[config.mk]
export PLATFORM = sky130hd
export DESIGN_NAME = qspline_mul_arbiter
export DESIGN_NICKNAME = d
export VERILOG_FILES = /design/src/rtl/qspline_mul_pkg.sv /design/src/rtl/qspline_mul_mul_10ns_10ns_20_1_1.sv /design/src/rtl/qspline_mul_arbiter.sv
export SDC_FILE = /design/constraint.sdc
export NUM_CORES = 1
export LEC_CHECK = 0
export CELL_PAD_IN_SITES_DETAIL_PLACEMENT = 1
export CELL_PAD_IN_SITES_GLOBAL_PLACEMENT = 1
export CORE_ASPECT_RATIO = 1.4
export CORE_MARGIN = 2
export CORE_UTILIZATION = 43
export DETAILED_ROUTE_END_ITERATION = 8
export PLACE_DENSITY = 0.94
export SLEW_MARGIN = 30
export SYNTH_ARGS = -nofsm -noshare
export SYNTH_HDL_FRONTEND = slang
export SYNTH_SLANG_ARGS = --single-unit
[constraint.sdc]
create_clock -name ap_clk -period 7.6 [get_ports ap_clk]
set_input_delay 2.28 -clock ap_clk [delete_from_list [all_inputs] [get_ports ap_clk]]
set_output_delay 2.28 -clock ap_clk [all_outputs]
set_load 0.01 [all_outputs]
[src/rtl/qspline_mul_pkg.sv]
// Shared types and helpers for the qspline multiplier arbiter: widths,
// the S1 pipeline entry and the round-robin pick function.
package qspline_mul_pkg;

    localparam int OPER_W  = 10;
    localparam int PROD_W  = 20;
    localparam int CNT_W   = 16;
    localparam int MAX_REQ = 8;
    localparam int IDX_W   = 3;

    typedef struct packed {
        logic [OPER_W-1:0] a;
        logic [OPER_W-1:0] b;
        logic [IDX_W-1:0]  id;
    } s1_entry_t;

    typedef struct packed {
        logic             found;
        logic [IDX_W-1:0] index;
    } rr_pick_t;

    // First set bit of mask at or after ptr, wrapping modulo n (ptr < n).
    function automatic rr_pick_t rr_pick(
        input logic [MAX_REQ-1:0] mask,
        input logic [IDX_W-1:0]   ptr,
        input int                 n
    );
        rr_pick_t     res;
        logic [IDX_W:0] idx;
        res = '0;
        for (int i = 0; i < MAX_REQ; i++) begin
            idx = {1'b0, ptr} + 4'(i);
            if (idx >= 4'(n)) begin
                idx = idx - 4'(n);
            end else begin
                idx = idx;
            end
            if ((i < n) && !res.found && mask[idx[IDX_W-1:0]]) begin
                res.found = 1'b1;
                res.index = idx[IDX_W-1:0];
            end else begin
                res = res;
            end
        end
        return res;
    endfunction

endpackage

[src/rtl/qspline_mul_mul_10ns_10ns_20_1_1.sv]
// Shared unsigned multiplier; the single-stage variant is purely combinational
// and produces the full-width product.
module qspline_mul_mul_10ns_10ns_20_1_1 #(
    parameter int NUM_STAGE  = 1,
    parameter int din0_WIDTH = 10,
    parameter int din1_WIDTH = 10,
    parameter int dout_WIDTH = 20
) (
    input  logic [din0_WIDTH-1:0] din0,
    input  logic [din1_WIDTH-1:0] din1,
    output logic [dout_WIDTH-1:0] dout
);

    // Only the combinational (single-stage) flavour exists in this datapath.
    if (NUM_STAGE == 1) begin : g_comb
        assign dout = dout_WIDTH'(din0) * dout_WIDTH'(din1);
    end

endmodule

[src/rtl/qspline_mul_arbiter.sv]
// Round-robin scheduler sharing one 10x10 multiplier among NUM_REQ requesters;
// two-stage pipeline (operands, product) with a tagged, backpressured response.
module qspline_mul_arbiter
    import qspline_mul_pkg::*;
#(
    parameter int NUM_REQ = 4,
    parameter int ID_W    = 2
) (
    input  logic                      ap_clk,
    input  logic                      ap_rst,
    input  logic [NUM_REQ-1:0]        req_valid,
    input  logic [NUM_REQ*OPER_W-1:0] req_a,
    input  logic [NUM_REQ*OPER_W-1:0] req_b,
    output logic [NUM_REQ-1:0]        req_ready,
    output logic                      resp_valid,
    input  logic                      resp_ready,
    output logic [PROD_W-1:0]         resp_data,
    output logic [ID_W-1:0]           resp_id,
    output logic [CNT_W-1:0]          op_count,
    output logic                      busy
);

    s1_entry_t          s1_r;
    s1_entry_t          cand_s;
    logic               s1_valid_r;
    logic               s2_valid_r;
    logic [PROD_W-1:0]  s2_data_r;
    logic [PROD_W-1:0]  prod_s;
    logic [IDX_W-1:0]   s2_id_r;
    logic [IDX_W-1:0]   rr_ptr_r;
    logic [CNT_W-1:0]   op_count_r;
    logic [MAX_REQ-1:0] mask_s;
    rr_pick_t           pick_s;
    logic               s1_en_s;
    logic               s2_en_s;
    logic               accept_s;

    // Reset forces s1_en low so nothing is granted during the reset cycle.
    assign s2_en_s  = !s2_valid_r | resp_ready;
    assign s1_en_s  = (!s1_valid_r | s2_en_s) & !ap_rst;
    assign accept_s = pick_s.found & s1_en_s;

    // Widen req_valid to the fixed mask width used by the pick function.
    always_comb begin
        mask_s = '0;
        for (int i = 0; i < NUM_REQ; i++) begin
            mask_s[i] = req_valid[i];
        end
    end

    assign pick_s = rr_pick(mask_s, rr_ptr_r, NUM_REQ);

    // One-hot grant to the winner while S1 can take a new entry.
    always_comb begin
        req_ready = '0;
        for (int i = 0; i < NUM_REQ; i++) begin
            if (accept_s && (pick_s.index == IDX_W'(i))) begin
                req_ready[i] = 1'b1;
            end else begin
                req_ready[i] = 1'b0;
            end
        end
    end

    // Select the winner's operand pair.
    always_comb begin
        cand_s    = '0;
        cand_s.a  = req_a[int'(pick_s.index)*OPER_W +: OPER_W];
        cand_s.b  = req_b[int'(pick_s.index)*OPER_W +: OPER_W];
        cand_s.id = pick_s.index;
    end

    // Round-robin pointer and accept counter.
    always_ff @(posedge ap_clk) begin
        if (ap_rst) begin
            rr_ptr_r   <= '0;
            op_count_r <= '0;
        end else if (accept_s) begin
            rr_ptr_r   <= (pick_s.index == IDX_W'(NUM_REQ-1)) ? IDX_W'(0)
                                                             : pick_s.index + IDX_W'(1);
            op_count_r <= op_count_r + 16'd1;
        end
    end

    // S1 operand stage; empties when enabled without a new accept.
    always_ff @(posedge ap_clk) begin
        if (ap_rst) begin
            s1_valid_r <= 1'b0;
            s1_r       <= '0;
        end else if (s1_en_s) begin
            s1_valid_r <= accept_s;
            if (accept_s) begin
                s1_r <= cand_s;
            end
        end
    end

    qspline_mul_mul_10ns_10ns_20_1_1 #(
        .NUM_STAGE  (1),
        .din0_WIDTH (OPER_W),
        .din1_WIDTH (OPER_W),
        .dout_WIDTH (PROD_W)
    ) u_mul (
        .din0 (s1_r.a),
        .din1 (s1_r.b),
        .dout (prod_s)
    );

    // S2 product stage; holds while the consumer stalls.
    always_ff @(posedge ap_clk) begin
        if (ap_rst) begin
            s2_valid_r <= 1'b0;
            s2_data_r  <= '0;
            s2_id_r    <= '0;
        end else if (s2_en_s) begin
            s2_valid_r <= s1_valid_r;
            s2_data_r  <= prod_s;
            s2_id_r    <= s1_r.id;
        end
    end

    assign resp_valid = s2_valid_r;
    assign resp_data  = s2_data_r;
    assign resp_id    = ID_W'(s2_id_r);
    assign op_count   = op_count_r;
    assign busy       = s1_valid_r | s2_valid_r;

endmodule

==> reports/results.tsv, run 1 <==
stage	metric	value	unit
drt	DRC errors left	0	
synth	Mapped Nets	937	
grt	grt total ovfl	0	
placement	Port Buf Inserts	130	
floorplanning	die extent in y	150	um
floorplanning	row count	53	
final_layout	layout cell share with drive strength beyond 1	5.17	%
setup_path	FF-to-FF setup slack	1.57	ns
timing	Hold Fails Final Rpt	0	
pwr	PnR Total Power	3.00	mW
placement	gp weighted congestion	0.861	
run_status	outcome	finished clean	
timing	Worst-Margin Slew	0.946	ns
synth	#FFs+latches synth	65	
setup_path	WP data required	5.32	ns
cts	clock sinks	65	
timing	Worst slew margin	36.9	%
final_layout	Layout Cell Area excl Fill	0.00823	mm^2
cts	maximum root-to-sink buffer count	2	
drt	final WL	24.3	mm
setup_path	CP endpoint kind	output pin	
setup_path	Worst Setup EP	req_ready[3]	
synth	Netlist cell types	55	
cts	clk_lat worst skew	0.35	ns
floorplanning	Core Box Area	0.0149	mm^2
floorplanning	number of I/O pins	131	
timing	Max Clk Rate	0.137	GHz
synth	Post-synth EDFFs	0	
synth	sequential share of the synthesized area	19.9	%
pwr	leakage	3.84	nW
worst_hold_path	min-delay worst type	register to register	
floorplanning	initial core utilization	43.8	%
grt	vias in the first global route	6887	
drt	antenna-violating nets left	0	
timing	final setup fails	0	
cts	total CTS buffers	9	
final_layout	layout net count	1038	
setup_path	Worst R2R End	resp_data[14]$_SDFFE_PP0P_	
setup_path	CP startpoint	req_valid[3]	
synth	Syn Area/Cell	9.01	um^2
drt	DR vias/cell	5.88	
setup_path	worst r2r src	s1_r[19]$_SDFFE_PP0P_	
cts	Root Buffer Master	clkbuf_16	
floorplanning	die area	0.0162	mm^2
synth	prevailing post-synth register cell	dfxtp_1	
grt	initial antenna violation count	0	
cts	post-cts resize count	0	
cts	clk slew on worst S/H paths	0.06	ns
timing	Period Utilization, post-route	96.0	%
cts	CTS tree	built	
placement	dpl cell area	0.00793	mm^2
final_layout	# diodes	0	
drt	DRT Pass-1 Iters	7	
placement	DPL Wire Length	16.3	mm
floorplanning	Die X-Extent	108	um
cts	H-tree depth	3	
setup_path	critical path class	input port to output pin	
synth	Post-synth ARST share	0	%
drt	mean routed wirelength per cell	23.7	um
timing	Min Hold Slack	0.470	ns
timing	Final min period	7.30	ns
synth	YS warnings	0	
setup_path	CP startpoint kind	input port	
setup_path	Crit Path Max Fanout	6	
grt	GR Util All Layers	31.2	%
timing	Pins Over Slew Limit	0	
drt	1st-iter DRT viols	409	
timing	post-route setup TNS	0	ns
grt	first-pass GRT wire length	37.8	mm
timing	RSZ-0062 raised after global routing	false	
setup_path	Critical Path AT	5.02	ns
job	Max Cap Viol	0	
final_layout	Area growth syn-to-layout	25.9	%
drt	routed via count	6021	
pwr	Max IR drop VDD	0.000446	V
setup_path	Register-to-Register Path Depth	17	
pwr	PwrDens	365	mW/mm^2
final_layout	final core occ	55.2	%
cts	Post-CTS Hold Buffers	0	
synth	synthesized cell area	0.00654	mm^2
grt	largest net degree at the start of global routing	50	
synth	Post-Synthesis Cells	726	
cts	Post-CTS Setup Repair Bufs	0	
final_layout	filler cell count	1690	
timing	clock skew	0.00785	ns
cells in the mapped netlist, types with 3 or more instances:
master | n | area [um^2]
mux2i_1 | 25 | 250
mux2_4 | 7 | 105
xor2_1 | 11 | 96.3
a21oi_1 | 27 | 135
clkbuf_1 | 36 | 135
inv_1 | 61 | 229
a211oi_1 | 9 | 67.6
a221o_1 | 20 | 200
ha_1 | 62 | 776
and2_1 | 67 | 419
a22o_1 | 3 | 26.3
o211ai_1 | 3 | 22.5
nor2_1 | 53 | 199
nand2_1 | 85 | 319
a31oi_1 | 3 | 18.8
dfxtp_1 | 65 | 1300
nand2b_1 | 5 | 31.3
o21ai_0 | 14 | 70.1
nand3_1 | 12 | 60.1
or3_1 | 5 | 31.3
xnor2_1 | 15 | 131
mux2_2 | 4 | 45.0
and3_1 | 5 | 31.3
nor2b_1 | 5 | 31.3
buf_2 | 6 | 30.0
mux2_1 | 11 | 124
fa_1 | 62 | 1240
nor3_1 | 4 | 20.0
or2_2 | 3 | 18.8
a21o_1 | 3 | 22.5
cells in the final DEF (no fill, tap or decap), drive strengths merged, types with 3 or more instances in the layout:
cell             n
a211oi           9
a21o             3
a21oi           28
a221o           20
a221oi           3
a22o             3
a31oi            3
and2            67
and3             5
buf              6
clkbuf          11
clkdlybuf4s50  129
dfxtp           65
fa              62
ha              62
inv             62
mux2            22
mux2i           25
nand2           85
nand2b           5
nand3           12
nor2            53
nor2b            6
nor3             4
o211ai           3
o21ai           14
or2              3
or3              5
xnor2           15
xor2            11
logic make-up after synthesis:
group | Yosys count | share of synthesized area, %
flip-flops | 65 | 19.9
AO/OA/AOI/OAI | 99 | 11.1
buffers and inverters | 106 | 6.49
adder cells (fa/ha/maj) | 124 | 30.8
AND/OR/NAND/NOR | 257 | 19.5
XOR/XNOR | 26 | 3.48
multiplexers | 49 | 8.70
per-layer routing:
metal  vias up  global-route usage [%]  part of all wire (%)
li1       2634                       -                     -
met1      2999                    31.8                    35
met2       281                    58.8                    55
met3       107                    6.05                   5.2
met4         0                    17.1                   5.6
met5         -                       0                     0
worst max-delay path, cell delays in order:
cell,delay (ns)
clkdlybuf4s50_1,0.52
mux4_2,0.60
o311ai_1,0.57
a21oi_4,0.08
inv_1,0.12
ha_1,0.19
and2_1,0.13
clkdlybuf4s50_1,0.53
worst min path at each step:
stage / endpoint / from / slack (ns) / depth (start not counted)
2_1_floorplan: s2_id_r[0]$_SDFFE_PP0P_ / s1_r[0]$_SDFFE_PP0P_ / 0.44 / 2
3_3_place_gp: s2_id_r[0]$_SDFFE_PP0P_ / s2_id_r[0]$_SDFFE_PP0P_ / 0.44 / 2
3_5_place_dp: s2_id_r[0]$_SDFFE_PP0P_ / s2_id_r[0]$_SDFFE_PP0P_ / 0.45 / 2
4_1_cts: s2_id_r[0]$_SDFFE_PP0P_ / s2_id_r[0]$_SDFFE_PP0P_ / 0.46 / 2
5_1_grt: s2_id_r[0]$_SDFFE_PP0P_ / s2_id_r[0]$_SDFFE_PP0P_ / 0.50 / 2
6_report: s2_id_r[0]$_SDFFE_PP0P_ / s2_id_r[0]$_SDFFE_PP0P_ / 0.47 / 2
stage by stage:
step           std cells  setup WS, ns
2_1_floorplan        726          1.33
4_1_cts             1024         0.263
5_1_grt             1024         0.137
3_3_place_gp        1008         0.499
3_5_place_dp        1008         0.453
6_report            1024         0.303
where the power goes:
group / switching (mW) / internal [mW]
clock network: 0.179 / 0.266
logic: 1.08 / 0.840
registers: 0.204 / 0.433
total: 1.47 / 1.54
cell type report:
type / count / area [um^2] / share of cell area (%)
clock inverters: 5 / 63.8 / 0.775
clock buffers: 11 / 243 / 2.95
multi-input cells: 555 / 4820 / 58.6
flip-flops and latches: 65 / 1300 / 15.8
repair buffers: 135 / 1330 / 16.2
inverters: 61 / 229 / 2.78
well taps: 192 / 240 / 2.92
registers in the layout, summed over array words and instances (netlist names):
| register | cells |
|---|---|
| s1_r | 22 |
| resp_data | 20 |
| op_count | 16 |
| rr_ptr_r | 3 |
| s2_id_r | 2 |
| resp_valid | 1 |
| s1_valid_r | 1 |
No activity file was read; power rests on OpenSTA's default activity.
==> run 2: changes to the inputs <==
Settings changed: ABC_CLOCK_PERIOD_IN_PS set to 7600.
==> results of run 2 <==
Final layout, timing and power as in run 1 (identical DEF).
